<file path="src/rtl/axi4_lite_master.sv">
// Single-outstanding AXI4-Lite master: turns a CPU strobe into one
// complete write (AW+W+B) or read (AR+R) transaction.
module axi4_lite_master #(
    parameter int ADDR_WIDTH = 4,
    parameter int DATA_WIDTH = 32
) (
    input  logic                  ACLK,
    input  logic                  ARESET,
    input  logic                  i_transfer,
    input  logic                  i_write,
    input  logic [ADDR_WIDTH-1:0] i_addr,
    input  logic [DATA_WIDTH-1:0] i_wdata,
    output logic                  o_busy,
    output logic                  o_ready,
    output logic [DATA_WIDTH-1:0] o_rdata,
    output logic [1:0]            o_resp,
    output logic [ADDR_WIDTH-1:0] AWADDR,
    output logic                  AWVALID,
    input  logic                  AWREADY,
    output logic [DATA_WIDTH-1:0] WDATA,
    output logic [3:0]            WSTRB,
    output logic                  WVALID,
    input  logic                  WREADY,
    input  logic [1:0]            BRESP,
    input  logic                  BVALID,
    output logic                  BREADY,
    output logic [ADDR_WIDTH-1:0] ARADDR,
    output logic                  ARVALID,
    input  logic                  ARREADY,
    input  logic [DATA_WIDTH-1:0] RDATA,
    input  logic [1:0]            RRESP,
    input  logic                  RVALID,
    output logic                  RREADY
);

    typedef enum logic [2:0] {
        IDLE,
        W_XFER,
        W_RESP,
        R_ADDR,
        R_DATA
    } state_e;

    state_e                state_q, state_d;
    logic                  awvalid_q, awvalid_d;
    logic                  wvalid_q, wvalid_d;
    logic                  arvalid_q, arvalid_d;
    logic                  ready_q, ready_d;
    logic [ADDR_WIDTH-1:0] awaddr_q, awaddr_d;
    logic [ADDR_WIDTH-1:0] araddr_q, araddr_d;
    logic [DATA_WIDTH-1:0] wdata_q, wdata_d;
    logic [DATA_WIDTH-1:0] rdata_q, rdata_d;
    logic [1:0]            resp_q, resp_d;

    always_ff @(posedge ACLK) begin
        if (ARESET) begin
            state_q   <= IDLE;
            awvalid_q <= 1'b0;
            wvalid_q  <= 1'b0;
            arvalid_q <= 1'b0;
            ready_q   <= 1'b0;
            awaddr_q  <= '0;
            araddr_q  <= '0;
            wdata_q   <= '0;
            rdata_q   <= '0;
            resp_q    <= 2'b00;
        end else begin
            state_q   <= state_d;
            awvalid_q <= awvalid_d;
            wvalid_q  <= wvalid_d;
            arvalid_q <= arvalid_d;
            ready_q   <= ready_d;
            awaddr_q  <= awaddr_d;
            araddr_q  <= araddr_d;
            wdata_q   <= wdata_d;
            rdata_q   <= rdata_d;
            resp_q    <= resp_d;
        end
    end

    always_comb begin
        state_d   = state_q;
        awvalid_d = awvalid_q;
        wvalid_d  = wvalid_q;
        arvalid_d = arvalid_q;
        ready_d   = 1'b0;
        awaddr_d  = awaddr_q;
        araddr_d  = araddr_q;
        wdata_d   = wdata_q;
        rdata_d   = rdata_q;
        resp_d    = resp_q;
        unique case (state_q)
            IDLE: begin
                if (i_transfer) begin
                    if (i_write) begin
                        awaddr_d  = i_addr;
                        wdata_d   = i_wdata;
                        awvalid_d = 1'b1;
                        wvalid_d  = 1'b1;
                        state_d   = W_XFER;
                    end else begin
                        araddr_d  = i_addr;
                        arvalid_d = 1'b1;
                        state_d   = R_ADDR;
                    end
                end
            end
            W_XFER: begin
                // AW and W retire independently; leave once both are gone
                if (awvalid_q && AWREADY) awvalid_d = 1'b0;
                if (wvalid_q && WREADY)   wvalid_d  = 1'b0;
                if (!awvalid_d && !wvalid_d) state_d = W_RESP;
            end
            W_RESP: begin
                if (BVALID) begin
                    resp_d  = BRESP;
                    ready_d = 1'b1;
                    state_d = IDLE;
                end
            end
            R_ADDR: begin
                if (ARREADY) begin
                    arvalid_d = 1'b0;
                    state_d   = R_DATA;
                end
            end
            R_DATA: begin
                if (RVALID) begin
                    rdata_d = RDATA;
                    resp_d  = RRESP;
                    ready_d = 1'b1;
                    state_d = IDLE;
                end
            end
            default: state_d = IDLE;
        endcase
    end

    assign o_busy  = (state_q != IDLE);
    assign o_ready = ready_q;
    assign o_rdata = rdata_q;
    assign o_resp  = resp_q;
    assign AWADDR  = awaddr_q;
    assign AWVALID = awvalid_q;
    assign WDATA   = wdata_q;
    assign WSTRB   = 4'hF;
    assign WVALID  = wvalid_q;
    assign BREADY  = (state_q == W_RESP);
    assign ARADDR  = araddr_q;
    assign ARVALID = arvalid_q;
    assign RREADY  = (state_q == R_DATA);

endmodule

</file>
<file path="config.mk">
export PLATFORM = sky130hd
export DESIGN_NAME = axi4_lite_master
export DESIGN_NICKNAME = d
export VERILOG_FILES = /design/src/rtl/axi4_lite_master.sv
export SDC_FILE = /design/constraint.sdc
export NUM_CORES = 1
export LEC_CHECK = 0
export BUFFER_PORTS_ARGS = -buffer_cell sky130_fd_sc_hd__buf_2
export CORE_ASPECT_RATIO = 1.5
export CORE_MARGIN = 2
export CORE_UTILIZATION = 48
export DETAILED_ROUTE_END_ITERATION = 6
export PLACE_DENSITY_LB_ADDON = 0.2
export SLEW_MARGIN = 15
export SYNTH_ARGS = -nofsm -noshare
export SYNTH_HDL_FRONTEND = slang
export SYNTH_SLANG_ARGS = --single-unit
</file>
<file path="constraint.sdc">
create_clock -name ACLK -period 3 [get_ports ACLK]
set_input_delay 0.3 -clock ACLK [delete_from_list [all_inputs] [get_ports ACLK]]
set_output_delay 0.3 -clock ACLK [all_outputs]
set_load 0.01 [all_outputs]
</file>
Word-level counts from Yosys, hierarchy flattened
Cells that the tools add are included.
{ "word_totals": {"output_inout_bits": 85, "wordCells": 64, "inputBits": 81, "register_bits": 81} }
{ "op_classes": {"muxes": 25, "bitwise_logic": 1, "n_reduce_logical": 17, "eq_ne": 11} }
{ "ops": {"columns": ["op", "n"], "rows": [
  ["$mux 3", 5],
  ["$pmux 3 s5", 1],
  ["$ne 2x2->1 const B", 7],
  ["$reduce_and 3->1", 4],
  ["$mux 1", 11],
  ["$pmux 1 s2", 4],
  ["$eq 3x2->1 const B", 2],
  ["$mux 2", 3],
  ["$reduce_bool 2->1", 3],
  ["$reduce_and 5->1", 1],
  ["$pmux 2 s2", 1],
  ["$reduce_and 4->1", 1],
  ["$eq 3x1->1 const B", 1],
  ["$eq 3x3->1 const B", 1],
  ["$logic_and 1x1->1", 3],
  ["$logic_not 3->1", 1],
  ["$reduce_bool 3->1", 1],
  ["$logic_not 1->1", 2],
  ["$reduce_and 2->1", 1],
  ["$not 1->1", 1]
]} }

Logic depth before layout (Yosys ltp)
{ "logic_depth": {"ltp_word": 7, "ltp_mapped": 7} }

Worst setup path before layout
No wires, ideal clock.
{ "synth_timing": {"kind": "reg2reg", "from": "register state_q[2]", "to": "register rdata_q[10] (netlist: o_rdata[10])", "period_less_slack_ns": 1.431, "path_buffers": 2, "setup_ns": 0.143, "arrival_ns": 1.288, "path_slack_ns": 1.569, "required_ns": 2.857, "stages_incl_launch_ff": 7, "path_cell_list": "dfxtp_1 > buf_6 > nor3b_4 > nand2_1 > clkbuf_1 > nand2_1 > a21oi_2"} }
{ "synth_between": {"elab_chain_len": 2} }
{ "synth_rtl": {"columns": ["element", "line", "source"], "rows": [
  ["start, declared", "44", "state_e state_q, state_d;"],
  ["start signal, assigned", "68", "state_q <= state_d;"],
  ["$eq 3x3->1", null, null],
  ["net RREADY", "33", "output logic RREADY"],
  ["$reduce_and 2->1 (no source line)", null, null],
  ["end signal, assigned", "76", "rdata_q <= rdata_d;"],
  ["end, declared", "52", "logic [DATA_WIDTH-1:0] rdata_q, rdata_d;"]
]} }
The timed path passes the listed nets, and every way through them passes these cells.
A chain may end at the register's enable or synchronous reset.

Worst setup path after layout
{ "layout_timing": {"from": "register state_q[2]", "to": "output port RREADY"} }
{ "layout_between": {"elab_chain_len": 1} }
{ "layout_rtl": {"columns": ["element", "line", "source"], "rows": [
  ["$eq 3x3->1", "151", "assign RREADY = (state_q == R_DATA);"],
  ["end, declared", "33", null]
]} }
Every way passes these cells.

==> run metrics <==
vias per cell=just under 5; most common cell after layout, fill and taps aside=buf_2; synthesized area per cell=around 8.6 sq um; Iter 0 DRT Violations=roughly 110; Least-Margin Pin Slew=0.7744 ns; global-route wire length before repair=~12 mm; Yosys warnings=0; max cap viols=0; xor/xnor share of the synthesized area=0; Hold Violations, Final=0; Setup Fix Bufs, Post-CTS=0; routed wire length=about 7 mm; CP cell instances=nor3b_4 > buf_2; commonest cells after routing, fill and taps aside=161 x buf_2, 128 x nand2_1, 81 x dfxtp_1; fin. max-slew vios=0; CTS tree=yes; filler instances=603; worst r2r dst=o_rdata[13]; Synth Area in Adders=0; Worst EP required=between 2 and 3 ns; Period minus WS final=around 1.7 ns; initial antenna violation count=0; Crit path depth=2; Final ANT Viol Nets=0; CTS resizes=0; Core Area=~6400 sq um; synthesis-stage register bit count=just over 80; crit path to=RREADY; Synth Area in Simple Gates=0.2306; mux contribution to synthesized area=0.01895; fraction of layout cells with a size suffix above 1=0.4100; Die Footprint=between 7000 and 8000 sq um; post-DP HPWL=about 5.2 mm; effective utilization at floorplan=0.4920; vias in the first global route=~2.6k; worst path bufs/invs=1; CTS Hold Bufs=0; Critical Path Start=state_q[2]; final setup violation count=0; P&R area growth vs syn=28.27%; Distinct cells, synth=35; DR DRC count=0; Worst Hold Launch=i_wdata[15]; sequential-to-total area share from yosys stat=0.5116; H-tree levels=3; GRT overflow=0; post-route clock skew=0.004843 ns; flop2flop setup slack=1.32 ns; clock sinks=81; family with the most delay on the worst path=flip-flops; top fanout value on the critical path=10; routed length per placed instance=roughly 12 um; Reg2Reg Depth=4; CP endpoint kind=primary output; CP arrival=about 1.5 ns; crit-path max cell delay=0.51 ns; WS Path Type=reg2out; compound-cell area share of the yosys netlist=0.1642; setup TNS=0 ns; total power=~2.2 mW; Crit-path slowest cell=dfxtp_1; worst-skew pair later-pin latency=0.35 ns; relative slew slack=0.4837; Tcrit/Tclk final=0.5821; clk root buf=clkbuf_8; largest net degree at the start of global routing=43; port bufs=between 150 and 200; Std-Cell Rows=36; Gate Count Post-Synth=370; first drt pass iteration count=4; Vias=approximately 2.9k; Pleak=1.825 nW; Die Y=just over 100 um; largest family of logic cells by synthesized area=simple AND/OR/NAND/NOR gates; peak supply drop=approximately 0.27 mV; RePlAce Congestion=~0.74; clock-pin slew on the worst setup and hold paths=roughly 0.07 ns; IO Pins=around 170; Ant. Diodes=0; Max Root-Sink Buffers=2; Critical R2R Launch=state_q[2]; final layout net count=600; worst hold path type=in2reg; startpoint types=flip-flop; number of buffers created by CTS=9; RSZ-0062 raised after global routing=false; Die Wd=70.35 um; Power Density=about 530 nW/um^2; Peak Freq=572.7 MHz; synthesized area=about 3200 sq um; Global Route Usage Sum=0.2012; status=finished clean
sequential cells by signal (all words and copies together), names as in the netlist:
| name | cells |
|---|---|
| ARADDR | 4 |
| state_q | 3 |
| AWADDR | 4 |
| WVALID | 1 |
| AWVALID | 1 |
| o_resp | 2 |
| o_ready | 1 |
| WDATA | 32 |
| o_rdata | 32 |
| ARVALID | 1 |
worst min path at each step:
| stage | endpoint | depth (start not counted) |
|---|---|---|
| 2_1_floorplan | ARVALID | 1 |
| 4_1_cts | WDATA[10] | 3 |
| 5_1_grt | o_rdata[2] | 3 |
| 6_report | WDATA[15] | 3 |
| 3_5_place_dp | WDATA[20] | 2 |
| 3_3_place_gp | WDATA[28] | 2 |
worst min-delay path, stage by stage:
cell,delay (ns)
buf_2,0.10
nand2_1,0.04
a21oi_1,0.05
metal layers:
metal	track usage	routed length [um]
met3	0.07588	591
met1	0.2200	2885
met4	0.09615	181
met5	0	0
met2	0.3376	3497
power by group:
part	leakage, nW	switching, mW	internal [mW]
sequential	0.657	0.0391	1.13
combinational	1.09	0.180	0.141
clock	0.0826	0.338	0.338
metrics by stage:
| step | hold slack [ns] | instances | setup slack (ns) | util | instance area [sq um] |
|---|---|---|---|---|---|
| 6_report | 0.1799 | 598 | 1.254 | 0.6311 | 4065 |
| 5_1_grt | 0.1587 | 598 | 1.156 | 0.6311 | 4065 |
| 4_1_cts | 0.1711 | 598 | 1.243 | 0.6311 | 4065 |
| 3_5_place_dp | 0.4440 | 584 | 1.332 | 0.6059 | 3902 |
| 3_3_place_gp | 0.4385 | 584 | 1.398 | 0.6059 | 3902 |
| 2_1_floorplan | 0.4152 | 373 | 1.569 | - | 3181 |
synthesized netlist by cell type (all sizes together):
cell	number	area (sq um)
a2111oi	1	8.760
a211oi	3	22.52
a21bo	1	10.01
a21oi	73	447.9
a311oi	1	8.760
a32oi	1	8.760
and2	2	15.02
and2b	1	7.510
and3	1	6.260
and3b	1	8.760
buf	17	172.7
clkbuf	13	48.80
conb	1	3.750
dfxtp	81	1622
inv	3	11.26
mux2i	6	60.06
nand2	139	549.3
nand2b	1	6.260
nand3	1	5.000
nand3b	2	15.01
nor2	12	45.04
nor2b	2	12.51
nor3b	2	26.28
nor4	1	21.27
o21ai	1	5.000
o221ai	1	8.760
or2	1	6.260
or3	1	6.260
kinds of logic (layout without fill, tap and decap cells):
logic type	count (synthesis)	after routing
AND/OR/NAND/NOR	167	167
multiplexers	6	6
flip-flops	81	81
other	1	4
AO/OA/AOI/OAI	82	82
buffers and inverters	33	182
final cells by class:
class | count | area, sq um | area share
Inverter | 3 | 11.26 | 0.002770
Multi-Input combinational cell | 259 | 1326 | 0.3263
Sequential cell | 81 | 1622 | 0.3989
Timing Repair Buffer | 165 | 848.3 | 0.2087
Tap cell | 76 | 95.09 | 0.02339
Clock buffer | 14 | 162.7 | 0.04001
(Power assumes the default switching activity.)
